### config.mk
export PLATFORM = sky130hd
export DESIGN_NAME = spi_byte_rx
export DESIGN_NICKNAME = d
export VERILOG_FILES = /design/src/rtl/spi_byte_rx.sv
export SDC_FILE = /design/constraint.sdc
export NUM_CORES = 1
export LEC_CHECK = 0
export ABC_AREA = 0
export BUFFER_PORTS_ARGS = -buffer_cell sky130_fd_sc_hd__buf_2
export CORE_MARGIN = 1
export CORE_UTILIZATION = 64
export CTS_BUF_LIST = sky130_fd_sc_hd__clkbuf_16
export DETAILED_ROUTE_END_ITERATION = 8
export GPL_TIMING_DRIVEN = 0
export PLACE_DENSITY = 0.83
export REMOVE_ABC_BUFFERS = 1
export SLEW_MARGIN = 5
export SYNTH_ARGS = -nofsm -noshare
export SYNTH_HDL_FRONTEND = slang
export SYNTH_SLANG_ARGS = --single-unit
export TNS_END_PERCENT = 5
### constraint.sdc
create_clock -name clk -period 3 [get_ports clk]
set_clock_uncertainty 0.1 [all_clocks]
set_input_delay 0.15 -clock clk [delete_from_list [all_inputs] [get_ports clk]]
set_output_delay 0.15 -clock clk [all_outputs]
set_load 0.05 [all_outputs]
### src/rtl/spi_byte_rx.sv
// SPI mode-0 receiver, MSB first: oversamples sclk/sdi/cs_n in the clk domain,
// assembles WIDTH-bit words and queues them in a DEPTH-entry valid/ready FIFO.
module spi_byte_rx #(
   parameter int WIDTH   = 8,
   parameter int DEPTH   = 4,
   parameter int TIMEOUT = 1024
) (
   input  logic             clk,
   input  logic             rst_n,
   input  logic             sclk,
   input  logic             sdi,
   input  logic             cs_n,
   output logic [WIDTH-1:0] rx_data,
   output logic             rx_valid,
   input  logic             rx_ready,
   output logic             overflow,
   input  logic             ovf_clr,
   output logic             frame_err
);

   localparam int AW = $clog2(DEPTH);
   localparam int BW = $clog2(WIDTH + 1);
   localparam int IW = $clog2(TIMEOUT + 1);
   localparam logic [BW-1:0] LAST_BIT = BW'(WIDTH - 1);
   localparam logic [IW-1:0] IDLE_MAX = IW'(TIMEOUT);

   logic [2:0]       sclk_q;
   logic [1:0]       sdi_q;
   logic [2:0]       cs_q;

   logic [WIDTH-1:0] shreg_q, shreg_d;
   logic [BW-1:0]    bitcnt_q, bitcnt_d;
   logic [IW-1:0]    idle_q, idle_d;

   logic [WIDTH-1:0] mem_q [DEPTH];
   logic [AW:0]      wr_q, wr_d;
   logic [AW:0]      rd_q, rd_d;
   logic             overflow_q, overflow_d;
   logic             frame_err_q;

   logic             rise, cs_sync, cs_rise, shift_en, word_done, timeout_hit, abort;
   logic [WIDTH-1:0] push_word;
   logic             full, empty, pop, push_ok, drop;

   // Bit 2 of sclk_q/cs_q is only an edge-detect delay, not part of the synchronizer.
   always_ff @(posedge clk or negedge rst_n) begin
      if (!rst_n) begin
         sclk_q <= 3'b000;
         sdi_q  <= 2'b00;
         cs_q   <= 3'b111;
      end else begin
         sclk_q <= {sclk_q[1:0], sclk};
         sdi_q  <= {sdi_q[0], sdi};
         cs_q   <= {cs_q[1:0], cs_n};
      end
   end

   always_comb begin
      rise        = sclk_q[1] & ~sclk_q[2];
      cs_sync     = cs_q[1];
      cs_rise     = cs_q[1] & ~cs_q[2];
      shift_en    = rise & ~cs_sync;
      word_done   = shift_en & (bitcnt_q == LAST_BIT);
      // A rise in the same cycle as the timeout restarts the idle count instead.
      timeout_hit = (idle_q == IDLE_MAX) & ~shift_en;
      abort       = (bitcnt_q != '0) & (cs_rise | timeout_hit);
      push_word   = {shreg_q[WIDTH-2:0], sdi_q[1]};
   end

   always_comb begin
      shreg_d  = shreg_q;
      bitcnt_d = bitcnt_q;
      idle_d   = idle_q;
      if (shift_en) begin
         shreg_d  = push_word;
         bitcnt_d = word_done ? '0 : bitcnt_q + BW'(1);
      end else if (abort) begin
         bitcnt_d = '0;
      end
      if (rise || (bitcnt_q == '0) || abort) begin
         idle_d = '0;
      end else if (idle_q != IDLE_MAX) begin
         idle_d = idle_q + IW'(1);
      end
   end

   always_ff @(posedge clk or negedge rst_n) begin
      if (!rst_n) begin
         shreg_q     <= '0;
         bitcnt_q    <= '0;
         idle_q      <= '0;
         frame_err_q <= 1'b0;
      end else begin
         shreg_q     <= shreg_d;
         bitcnt_q    <= bitcnt_d;
         idle_q      <= idle_d;
         frame_err_q <= abort;
      end
   end

   // A pop in the same cycle frees the slot, so a push into a full FIFO is still taken.
   always_comb begin
      empty      = (wr_q == rd_q);
      full       = (wr_q[AW] != rd_q[AW]) && (wr_q[AW-1:0] == rd_q[AW-1:0]);
      pop        = ~empty & rx_ready;
      push_ok    = word_done & (~full | pop);
      drop       = word_done & full & ~pop;
      wr_d       = push_ok ? wr_q + (AW+1)'(1) : wr_q;
      rd_d       = pop ? rd_q + (AW+1)'(1) : rd_q;
      overflow_d = overflow_q;
      if (drop) begin
         overflow_d = 1'b1;
      end else if (ovf_clr) begin
         overflow_d = 1'b0;
      end
   end

   always_ff @(posedge clk or negedge rst_n) begin
      if (!rst_n) begin
         wr_q       <= '0;
         rd_q       <= '0;
         overflow_q <= 1'b0;
      end else begin
         wr_q       <= wr_d;
         rd_q       <= rd_d;
         overflow_q <= overflow_d;
      end
   end

   always_ff @(posedge clk or negedge rst_n) begin
      if (!rst_n) begin
         for (int i = 0; i < DEPTH; i++) begin
            mem_q[i] <= '0;
         end
      end else if (push_ok) begin
         mem_q[wr_q[AW-1:0]] <= push_word;
      end
   end

   assign rx_data   = mem_q[rd_q[AW-1:0]];
   assign rx_valid  = ~empty;
   assign overflow  = overflow_q;
   assign frame_err = frame_err_q;

endmodule

== Yosys cells after proc, flatten, opt, wreduce, memory -nomap -nowiden ==
Cells that the tools add are included.
Storage, ports and cells
  register bits after elaboration: 70
  input port bits: 7
  output and inout bits: 11
  word-level logic and storage cells: 70
Cells by class
  add/subtract/negate cells: 4
  order comparisons: 3
  equality and inequality tests: 6
  mux-type cells: 13
  bitwise logic cells: 21
  reduce and logical (&&, ||, !) cells: 9
Operators by type and width (number)
  32-bit bitwise mux: 1
  8-bit two-way mux: 3
  11-bit two-way mux: 2
  8-bit binary-select mux with 2-bit select: 1
  8-bit demux with 2-bit select: 1
  4-bit two-way mux: 3
  11-bit by 1-bit adder with 11-bit output (second input constant): 1
  11-bit == test (second input constant): 1
  11-bit inequality test (second input constant): 1
  1-bit bitwise AND: 10
  1-bit NOT: 7
  3-bit by 1-bit adder with 3-bit output (second input constant): 2
  3-bit >= comparator (second input constant): 2
  2-bit NOT with 3-bit output: 2
  2-bit nonzero test: 3
  4-bit by 1-bit adder with 4-bit output (second input constant): 1
  4-bit by 3-bit == test with 1-bit output (second input constant): 1
  4-bit zero test: 1
  4-bit nonzero test: 1
  3-bit == test: 1
  3-bit by 1-bit < comparator with 1-bit output (second input constant): 1
  2-bit == test: 1
  1-bit logical AND: 2
  1-bit logical OR: 2
  other kinds (3): 5

== Longest topological paths before layout ==
  depth in word-level cells: 9
  depth in mapped cells: 7
  mapped depth without buffers: 6

== Least setup slack after synthesis ==
OpenSTA, ideal clock, no wires.
  path type: reg2reg
  from: register rd_q[1]
  to: register rd_q[1]
  library setup time: 0.125 ns
  data arrival time: 1.748 ns
  data required time: 2.775 ns
  setup slack: 1.028 ns
  stages on the path, launching flop included: 6
  path buffers: 1
  clock period less this slack: 1.972 ns
  cell sequence: dfrtp_1 > buf_4 > xnor2_1 > nand3b_1 > nand2_1 > mux2_2
On the way
  longest elaborated chain between the ends: 3
  elaborated cells on any way between the ends: 4
  classes of those cells: add/sub: 1; eq/ne: 1; bitwise: 2
Ends and longest elaborated chain
  start, declared: line 37  | logic [AW:0] rd_q, rd_d;
  start signal, assigned: line 125  | rd_q <= rd_d;
  3-bit == test: line 103  | empty = (wr_q == rd_q);
  1-bit NOT
  via rx_valid: line 14  | output logic rx_valid,
  1-bit bitwise AND: line 105  | pop = ~empty & rx_ready;
The timed path passes the listed nets, and every way through them passes these cells.
A chain may end at the register's enable or synchronous reset.

== Worst setup path after layout ==
  from: register sclk_q[1]
  to: register mem_q[1] in the netlist's numbering
On the way
  longest elaborated chain between the ends: 4
Ends and longest elaborated chain
  start, declared: line 27  | logic [2:0] sclk_q;
  start signal, assigned: line 52  | sclk_q <= {sclk_q[1:0], sclk};
  1-bit bitwise AND: line 59  | rise = sclk_q[1] & ~sclk_q[2];
  1-bit bitwise AND: line 62  | shift_en = rise & ~cs_sync;
  1-bit bitwise AND: line 63  | word_done = shift_en & (bitcnt_q == LAST_BIT);
  1-bit bitwise AND: line 106  | push_ok = word_done & (~full | pop);
  end signal, assigned by index: line 136  | mem_q[wr_q[AW-1:0]] <= push_word;
  end, declared: line 35  | logic [WIDTH-1:0] mem_q [DEPTH];
No other way between the ends.

==> results.sh <==
export IMPL_detail_route_antenna_nets=0
export IMPL_postSynthRegisterBits=70
export IMPL_clkLatencyLatePin_ns=0.32
export IMPL_compound_gate_fraction_of_synth_area_pct=2.38
export IMPL_finalMaxSlewViolations=0
export IMPL_clock_tree_htree_level_count=3
export IMPL_synthDistinctLibCells=37
export IMPL_pre_cts_slack_ns=-0.452
export IMPL_post_synth_top_count_cell="dfrtp_1"
export IMPL_clk_pin_slew_worst_paths_ns=0.05
export IMPL_grt_pass1_wl_um=9380
export IMPL_total_routing_usage_reported_by_global_routing_pct=24.9
export IMPL_worst_setup_slack_final_ns=0.372
export IMPL_totalWireLength_um=5440
export IMPL_power_ir_vdd_worst_v=0.000650
export IMPL_maximum_clock_frequency_mhz=381
export IMPL_power_share_combinational_pct=15.2
export IMPL_detailed_route_drc_error_count=0
export IMPL_post_cts_setup_buffers=0
export IMPL_synth_seq_area_share_pct=55.7
export IMPL_timing_critical_path_from_type="flip-flop"
export IMPL_areaGrowthSynthToFinish_pct=14.0
export IMPL_vias=1878
export IMPL_die_x_um=72.1
export IMPL_numPlacedInstances=314
export IMPL_avgSynthCellArea_um2=13.3
export IMPL_finalCriticalPeriod_ns=2.63
export IMPL_syn_area_um2=3150
export IMPL_max_clock_path_buffers=2
export IMPL_initial_core_util_pct=66.7
export IMPL_grt_ovfl_total=0
export IMPL_fin_nets=278
export IMPL_grt_antenna_before_repair=0
export IMPL_critPathCaptureType="flip-flop"
export IMPL_cp_required_ns=3.10
export IMPL_timing_setup_tns_ns=0
export IMPL_synth_commonest_cells="67 x dfrtp_1, 33 x mux2_2, 29 x nand2_1"
export IMPL_layout_cells_non_filler=334
export IMPL_yosys_area_share_xor_xnor_pct=4.45
export IMPL_boundaryPins=18
export IMPL_dominant_cells_by_area_after_synthesis="dfrtp_1 53%, mux2_2 12%, ha_1 3.6%"
export IMPL_placement_rows=25
export IMPL_layout_drive_gt1_share_pct=28.1
export IMPL_sequential_cell_area_um2=1760
export IMPL_share_of_synthesized_cell_area_in_and_or_nand_and_nor_gates_pct=13.1
export IMPL_fin_crit_sh_pct=87.6
export IMPL_synthesis_instances=236
export IMPL_clkSinkCount=70
export IMPL_timing_final_hold_violations=0
export IMPL_die_h_um=72.1
export IMPL_cellInternalPower_w=0.00174
export IMPL_main_combinational_cell_family_by_area_after_synthesis="multiplexers"
export IMPL_drtPass1Iterations=4
export IMPL_worst_endpoint_arrival_ns=2.73
export IMPL_power_per_cell_area_nw_per_um2=686
export IMPL_final_setup_viol_count=0
export IMPL_hold_path_class="in2reg"
export IMPL_max_capacitance_violation_total=0
export IMPL_rsz0062_at_grt="no"
export IMPL_cts_made_buffers=9
export IMPL_port_buffers=17
export IMPL_gpl_final_weighted_congestion=0.772
export IMPL_proportion_of_total_power_due_to_net_switching_pct=29.2
export IMPL_drt_vias_per_instance=5.62
export IMPL_synth_largest_area_cell="dfrtp_1"
export IMPL_yosysWarningCount=0
export IMPL_avgRoutedWirePerCell_um=16.3
export IMPL_filler_cell_count=287
export IMPL_path_max_fanout=11
export IMPL_tightestPinTransition_ns=0.863
export IMPL_maximum_number_of_pins_on_one_net_before_global_route_repair=71
export IMPL_hpwl_um=3310
export IMPL_fin_hold_ws_ns=0.0255
export IMPL_core_um2=4720
export IMPL_die_area_um2=5200
export IMPL_leakagePower_nw=1.76
export IMPL_status="completed"
export IMPL_clock_power_share_pct=36.7
export IMPL_post_synth_top_area_fraction_pct=53.2
export IMPL_power_net_switching_w=0.000719
export IMPL_seq_power_share_pct=48.1
export IMPL_drtIter0Drc=127
export IMPL_yosys_most_used_dff="dfrtp_1"
export IMPL_diodes=0
export IMPL_timing_setup_critical_path_class="reg2reg"
export IMPL_headroom_to_the_max_slew_limit_pct=42.5
export IMPL_synth_edff_count=0
export IMPL_synth_mux_area_fraction_pct=18.4
export IMPL_cts_tree="built"
export IMPL_synth_adder_area_share_pct=3.58
export IMPL_ys_async_sr_fraction_pct=100
export IMPL_clock_root_buffer="clkbuf_16"
export IMPL_multi_input_area_um2=1340
export IMPL_vias_in_the_first_global_route=1938
[metrics by stage]
| step | cell area (um^2) | total power (W) | util [%] |
|---|---|---|---|
| global route | 3590 | 0.00259 | 76.0 |
| detailed placement | 3280 | 0.00156 | 69.5 |
| floorplan | 3100 | 0.00143 | - |
| global placement | 3270 | 0.00153 | 69.3 |
| CTS | 3580 | 0.00248 | 75.9 |
| finish | 3590 | 0.00246 | 76.0 |
[area by class of cell]
| class | instances | area share [%] |
|---|---|---|
| clock buffer | 9 | 6.27 |
| inverter | 8 | 0.837 |
| tap | 67 | 2.34 |
| clock inverter | 7 | 0.906 |
| sequential | 70 | 48.9 |
| timing repair buffer | 21 | 3.56 |
| multi-input combinational | 152 | 37.2 |
[flip-flops by register name, indices dropped and copies added, names as in the netlist]
name and flops:
mem_q 32, idle_q 11, shreg_q 7, bitcnt_q 4
cs_q 3, rd_q 3, sclk_q 3, wr_q 3
sdi_q 2, frame_err 1, overflow 1
[worst max-delay path, cell delays in order, from the launching register on]
cell,delay (ns)
dfrtp_1,0.38
nor3b_2,0.61
nand2_1,0.40
nor3b_4,0.60
mux2_2,0.41
[layer usage]
layer	track usage (%)	part of all wire [%]	up-vias	wire [um]
li1	-	-	886	-
met1	33.6	46	952	2530
met2	37.2	49	32	2670
met3	8.06	2.9	8	158
met4	11.5	1.6	0	86
met5	0	0	-	0
[power by group through the flow]
stage	sequential, W	clock, W	combinational (W)
5_1_grt	0.00120	0.000963	0.000426
6_report	0.00118	0.000905	0.000374
3_5_place_dp	0.00119	0	0.000363
4_1_cts	0.00118	0.000922	0.000378
2_1_floorplan	0.00116	0	0.000274
3_3_place_gp	0.00119	0	0.000347
[path summary, 6_finish.rpt]
check	cells after the start	slack (ns)	endpoint	start
max	4	0.37	mem_q[1]	sclk_q[1]
min	3	0.03	rd_q[2]	rx_ready
max reg2reg	4	0.37	mem_q[1]	sclk_q[1]
min reg2reg	0	0.25	sclk_q[1]	sclk_q[0]
max in group asynchronous	2	1.86	mem_q[8]	rst_n
min in group asynchronous	2	0.38	idle_q[2]	rst_n
[what timing repair did]
action                                 in CTS  in global routing
endpoints found under the hold margin      70                  0
resized for setup                           1                  1
hold buffers                                4                  0
pin swaps                                   0                  0
setup endpoints to repair                  33                  8
[kinds of logic after synthesis]
family	Yosys count
buffers and inverters	14
DFF	70
adders and majority gates	9
and+or+nand+nor	74
xor gates and xnor gates	16
muxes	42
AOI/OAI and AO/OA	11
[cells in the final DEF (no fill, tap or decap), types with 2 or more instances in the layout]
cell type,n
a21o_1,2
a21oi_1,4
and3_1,2
and4_1,2
and4b_1,2
buf_2,16
clkbuf_16,9
clkinv_1,3
clkinv_2,2
dfrtp_1,67
dfstp_2,3
dlygate4sd3_1,4
ha_1,9
inv_1,9
mux2_2,33
mux4_1,4
mux4_2,4
nand2_1,29
nand2b_1,3
nand3_1,6
nor2_1,13
nor3_1,2
nor3b_4,4
nor4_1,3
xnor2_1,9
xor2_1,7
Note: power is estimated with default switching activity, not from simulation.
